--- config.mk ---
export PLATFORM = sky130hd
export DESIGN_NAME = lpc_autocorr_seq_flat
export DESIGN_NICKNAME = d
export VERILOG_FILES = /design/src/rtl/lpc_autocorr_seq_if.sv /design/src/rtl/lpc_autocorr_seq.sv /design/src/flat_wrapper.sv
export SDC_FILE = /design/constraint.sdc
export NUM_CORES = 2
export LEC_CHECK = 0
export ABC_CLOCK_PERIOD_IN_PS = 6600
export BUFFER_PORTS_ARGS = -buffer_cell sky130_fd_sc_hd__buf_2
export CELL_PAD_IN_SITES_DETAIL_PLACEMENT = 1
export CELL_PAD_IN_SITES_GLOBAL_PLACEMENT = 2
export CORE_UTILIZATION = 49
export DETAILED_ROUTE_END_ITERATION = 8
export GPL_TIMING_DRIVEN = 0
export PLACE_DENSITY_LB_ADDON = 0.1
export SYNTH_ARGS = -nofsm -noshare
export SYNTH_HDL_FRONTEND = slang
export SYNTH_SLANG_ARGS = --single-unit
--- constraint.sdc ---
create_clock -name clk -period 6.6 [get_ports clk]
set_input_delay 0 -clock clk [delete_from_list [all_inputs] [get_ports clk]]
set_output_delay 0 -clock clk [all_outputs]
set_load 0.1 [all_outputs]
--- src/rtl/lpc_autocorr_seq_if.sv ---
// Sample-in / lag-out handshake bundle for the LPC autocorrelation sequencer.
// master drives samples and accepts lags; slave is the sequencer.
interface lpc_autocorr_seq_if;
    logic               in_valid;
    logic               in_ready;
    logic signed [15:0] in_sample;
    logic               out_valid;
    logic               out_ready;
    logic        [3:0]  out_lag;
    logic signed [31:0] out_r;
    logic               out_sat;

    modport master (
        output in_valid, in_sample, out_ready,
        input  in_ready, out_valid, out_lag, out_r, out_sat
    );

    modport slave (
        input  in_valid, in_sample, out_ready,
        output in_ready, out_valid, out_lag, out_r, out_sat
    );
endinterface

--- src/rtl/lpc_autocorr_seq.sv ---
// Frame buffer plus one shared MAC computing autocorrelation lags R[0..P],
// each delivered saturated to 32 bits over a valid/ready handshake.
module lpc_autocorr_seq #(
    parameter int N  = 64,
    parameter int P  = 10,
    parameter int AW = 6
) (
    input  logic              clk,
    input  logic              rst,
    lpc_autocorr_seq_if.slave io,
    output logic              busy
);
    localparam int CW = AW + 2;

    typedef enum logic [1:0] {LOAD, COMPUTE, OUTPUT} state_t;

    state_t             state, state_nx;
    logic [AW-1:0]      wr_ptr;
    logic [3:0]         k;
    logic [CW-1:0]      cyc, lim;
    logic signed [15:0] mem [N];
    logic signed [15:0] xa, xb;
    logic signed [31:0] prod;
    logic               v1, v2;
    logic signed [39:0] acc;
    logic [AW-1:0]      rd_a, rd_b;
    logic               accept, issue, done, hshake, last_lag;
    logic               pos_ovf, neg_ovf;

    assign accept   = io.in_valid && io.in_ready;
    assign hshake   = io.out_valid && io.out_ready;
    assign last_lag = (k == 4'(P));
    assign lim      = CW'(N) - CW'(k);
    assign issue    = (state == COMPUTE) && (cyc < lim);
    // read + multiply stages drain two cycles after the last issue
    assign done     = (state == COMPUTE) && (cyc == lim + CW'(1));
    assign rd_b     = cyc[AW-1:0];
    assign rd_a     = cyc[AW-1:0] + AW'(k);
    assign pos_ovf  = !acc[39] && (|acc[38:31]);
    assign neg_ovf  = acc[39] && !(&acc[38:31]);

    always_ff @(posedge clk or posedge rst) begin
        if (rst) state <= LOAD;
        else     state <= state_nx;
    end

    always_comb begin
        state_nx = state;
        unique case (state)
            LOAD:    if (accept && wr_ptr == AW'(N - 1)) state_nx = COMPUTE;
            COMPUTE: if (done) state_nx = OUTPUT;
            OUTPUT:  if (hshake) state_nx = last_lag ? LOAD : COMPUTE;
            default: state_nx = LOAD;
        endcase
    end

    always_comb begin
        io.in_ready  = (state == LOAD);
        io.out_valid = (state == OUTPUT);
        io.out_lag   = k;
        io.out_r     = '0;
        io.out_sat   = 1'b0;
        busy         = (state != LOAD);
        if (state == OUTPUT) begin
            if (pos_ovf) begin
                io.out_r   = 32'sh7FFF_FFFF;
                io.out_sat = 1'b1;
            end else if (neg_ovf) begin
                io.out_r   = 32'sh8000_0000;
                io.out_sat = 1'b1;
            end else begin
                io.out_r   = acc[31:0];
            end
        end
    end

    always_ff @(posedge clk) begin
        if (accept) mem[wr_ptr] <= io.in_sample;
    end

    always_ff @(posedge clk or posedge rst) begin
        if (rst) begin
            wr_ptr <= '0;
            k      <= '0;
            cyc    <= '0;
            xa     <= '0;
            xb     <= '0;
            prod   <= '0;
            v1     <= 1'b0;
            v2     <= 1'b0;
            acc    <= '0;
        end else begin
            v1 <= issue;
            v2 <= v1;
            if (accept) wr_ptr <= wr_ptr + AW'(1);
            if (issue) begin
                xa <= mem[rd_a];
                xb <= mem[rd_b];
            end
            if (v1) prod <= xa * xb;
            cyc <= (state == COMPUTE && !done) ? cyc + CW'(1) : '0;
            if (state == LOAD || hshake) acc <= '0;
            else if (v2) acc <= acc + $signed({{8{prod[31]}}, prod});
            if (hshake) k <= last_lag ? 4'd0 : k + 4'd1;
        end
    end
endmodule
--- src/flat_wrapper.sv ---
// flat-port wrapper written by rule: the top's interface ports become plain ports
module lpc_autocorr_seq_flat 
#(
    parameter int N  = 64,
    parameter int P  = 10,
    parameter int AW = 6
)
  (clk, rst, busy, io_in_valid, io_in_sample, io_out_ready, io_in_ready, io_out_valid, io_out_lag, io_out_r, io_out_sat);
  lpc_autocorr_seq_if io_i ();
  input  logic clk;
  input  logic rst;
  output logic busy;
  input wire logic [$bits(io_i.in_valid)-1:0] io_in_valid;
  input wire logic [$bits(io_i.in_sample)-1:0] io_in_sample;
  input wire logic [$bits(io_i.out_ready)-1:0] io_out_ready;
  output wire logic [$bits(io_i.in_ready)-1:0] io_in_ready;
  output wire logic [$bits(io_i.out_valid)-1:0] io_out_valid;
  output wire logic [$bits(io_i.out_lag)-1:0] io_out_lag;
  output wire logic [$bits(io_i.out_r)-1:0] io_out_r;
  output wire logic [$bits(io_i.out_sat)-1:0] io_out_sat;
  assign io_i.in_valid = io_in_valid;
  assign io_i.in_sample = io_in_sample;
  assign io_i.out_ready = io_out_ready;
  assign io_in_ready = io_i.in_ready;
  assign io_out_valid = io_i.out_valid;
  assign io_out_lag = io_i.out_lag;
  assign io_out_r = io_i.out_r;
  assign io_out_sat = io_i.out_sat;
  lpc_autocorr_seq #(.N(N), .P(P), .AW(AW)) u_core (.clk(clk), .rst(rst), .io(io_i), .busy(busy));
endmodule
==> run_results.csv <==
group,metric,value,unit
timing,finalMaxSlewViolations,22,
yosys,async_reset_ff_share,11.0,%
critical_path,slowest_stage,"clkdlybuf4s15_1",
timing,fin_crit,6.53,ns
clock_network,clkSinkCount,1150,
clock_network,clockBufferDepth,3,
critical_path,cp_max_fo,10,
critical_path,setup.worst_path.start_class,"flop",
yosys,syn_inst,3816,
cells_and_area,most-common-layout-cells,"edfxtp_1, mux4_2, inv_1",
die,io_pins,60,
critical_path,crit_chain,"clkbuf_2 > clkbuf_1 > clkbuf_1 > inv_1 > ha_1 > clkbuf_1 > clkdlybuf4s15_1 > mux4_2 > mux4_2 > mux4_2 > mux2_2",
die,dieArea,0.133,mm2
clock_network,htreeDepth,3,
cells_and_area,finish.utilization,55.9,%
cells_and_area,syn2layout_area_growth,12.9,%
cells_and_area,fill_cells,11872,
critical_path,cp-end-kind,"flop",
timing,relSlewSlack,-3.47,%
die,die_y,364,um
clock_network,clkLatencyLatePin,0.78,ns
grt,grt_pass1_wl,313,mm
critical_path,worst-path-buf-inv,6,
routing,wire_per_inst,37.5,um
yosys,synth_nets,4240,
worst_hold_path,hold_path_class,"in2reg",
routing,firstDrtPassIters,6,
timing,finalClockSkew,0.0962,ns
yosys,synth_top_family_by_area,"multiplexers",
cells_and_area,drive_gt1_share,29.6,%
routing,ant_nets,0,
place,portBuffers,59,
yosys,synthAdderAreaFrac,10.9,%
grt,grt_overflow,0,
clock_network,cts_root_buffer,"clkbuf_16",
die,start_util,49.5,%
yosys,ys_seq_area_share,52.7,%
timing,hold_violations,0,
clock_network,cts_tree,"yes",
yosys,synthXorXnorAreaFrac,1.09,%
run_status,violations,"max-capacitance violations, max-slew violations",
die,std_cell_rows,132,
grt,antenna_found_initial,15,
place,gp_congestion,0.949,
routing,finalWirelength,223,mm
cells_and_area,nNetsFinal,4517,
critical_path,critical_path_arrival,7.10,ns
clock_network,clkSlewWorstSetupHoldPaths,0.07,ns
grt,grt_max_degree,93,
routing,drt_iter0_drc,4934,
yosys,yosys_warnings,0,
yosys,avgSynthCellArea,16.9,um2
yosys,yosys.area_share.simple,4.74,%
routing,vias_per_cell,6.67,
timing,fin_crit_sh,98.9,%
timing,fmax,153,MHz
run_status,status,"finished with violations",
critical_path,path_class,"reg2reg",
yosys,synth.area.mux_share,24.9,%
yosys,synth_edf_count,1024,
place,dp_hpwl,166,mm
die,core,0.130,mm2
timing,final-setup-viol-count,0,
yosys,ys_seq_elements,1150,
yosys,ys_types,64,
clock_network,cts_buffers,120,
grt,track_usage,34.3,%
critical_path,critPathTopFamily,"buffers and inverters",
routing,drc,0,
routing,vias,39631,
grt,grt_pass1_vias,40754,
critical_path,slowest_delay,1.03,ns
run,maxCapViolCount,2,
timing,worst_pin_slew,1.55,ns
critical_path,required,7.17,ns
yosys,synth_compound_area_share,2.39,%
yosys,syn_area,0.0644,mm2
yosys,ys.flop_type,"edfxtp_1",
die,chipWidth,364,um
cells_and_area,layout_commonest_cell,"edfxtp_1",
layout make-up:
class / count / area (um2) / share of cell area (%)
diodes: 6 / 15.0 / 0.0207
plain buffers: 222 / 1060 / 1.46
clock buffers: 148 / 3160 / 4.35
clock inverters: 79 / 712 / 0.980
inverters: 317 / 1190 / 1.64
multi-input cells: 2127 / 28500 / 39.3
flip-flops and latches: 1150 / 33900 / 46.7
well taps: 1742 / 2180 / 3.00
repair buffers: 155 / 1840 / 2.53
kinds of logic after synthesis:
kind of cell    after synthesis
flops                      1150
buf+inv                     539
compound gates              243
xor+xnor                     79
fa+ha+maj                   404
simple gates                647
mux                         754
metal layers:
layer	track usage [%]	wire, um	vias up	share of wire, %
met2	55.2	106000	2450	48
li1	-	-	15437	-
met4	19.3	14900	20	6.7
met5	0	119	-	0.053
met3	8.43	22900	555	10
met1	42.8	78800	21169	35
synth_stat cells (4+ instances only):
cell type | count | share of area (%)
a211oi_1 | 11 | 0.13
a21boi_0 | 4 | 0.047
a21o_1 | 27 | 0.31
a21oi_1 | 71 | 0.55
a31o_2 | 5 | 0.068
a31oi_1 | 8 | 0.078
and2_1 | 122 | 1.2
and3_1 | 11 | 0.11
buf_1 | 18 | 0.10
buf_2 | 47 | 0.37
buf_6 | 4 | 0.070
clkbuf_1 | 151 | 0.88
dfrtp_1 | 126 | 4.9
edfxtp_1 | 1024 | 48
fa_1 | 264 | 8.2
ha_1 | 140 | 2.7
inv_1 | 315 | 1.8
mux2_2 | 53 | 0.93
mux2i_1 | 29 | 0.45
mux4_2 | 672 | 24
nand2_1 | 186 | 1.1
nand2b_1 | 10 | 0.097
nand3_1 | 31 | 0.24
nand3b_1 | 10 | 0.12
nand4_1 | 11 | 0.11
nor2_1 | 208 | 1.2
nor2b_1 | 14 | 0.14
nor3_1 | 16 | 0.12
nor4_1 | 7 | 0.068
o211ai_1 | 13 | 0.15
o21a_1 | 11 | 0.13
o21ai_0 | 53 | 0.41
o21bai_1 | 6 | 0.070
o22ai_1 | 6 | 0.058
o31ai_1 | 5 | 0.058
or3_1 | 6 | 0.058
xnor2_1 | 50 | 0.68
xor2_1 | 28 | 0.38
metrics by stage:
step / hold slack [ns] / cells / setup WS, ns / instance area (um2) / TNS [ns]
4_1_cts: 0.0383 / 5919 / 0.000229 / 72300 / 0
5_1_grt: 0.0708 / 5941 / -0.0113 / 72600 / -0.0113
6_report: 0.0554 / 5946 / 0.0711 / 72600 / 0
2_1_floorplan: 0.0989 / 3816 / 0.526 / 64400 / 0
3_5_place_dp: 0.0403 / 5683 / -0.704 / 68200 / -5.75
3_3_place_gp: 0.257 / 5617 / -0.733 / 66800 / -4.75
worst paths after layout:
kind / from / end / slack (ns) / cells after the start
setup / recovery: u_core.cyc[0] / u_core.xa[12] / 0.07 / 11
hold / removal: io_in_sample[7] / u_core.mem[52][7] / 0.06 / 1
setup reg to reg: u_core.cyc[0] / u_core.xa[12] / 0.07 / 11
hold reg to reg: u_core.v1 / u_core.v2 / 0.41 / 0
max in group asynchronous: rst / u_core.xb[11] / 5.27 / 5
min in group asynchronous: rst / u_core.acc[38] / 0.41 / 4
flip-flops by register name, summed over array words and instances, names as in the netlist:
signal / flops
u_core.acc: 40
u_core.cyc: 8
u_core.io.out_lag: 4
u_core.mem: 1024
u_core.prod: 32
u_core.state: 2
u_core.v1: 1
u_core.v2: 1
u_core.wr_ptr: 6
u_core.xa: 16
u_core.xb: 16
repair_timing:
item	in CTS	in global routing
hold buffers	5	7
gates resized for setup	75	41
pin swaps	1	5
hold endpoints to repair	144	356
endpoints found under the setup margin	18	11
setup buffers	4	11
Power is not shown: default switching activity piles up to over one toggle a cycle in this logic, so the estimate is an artifact.
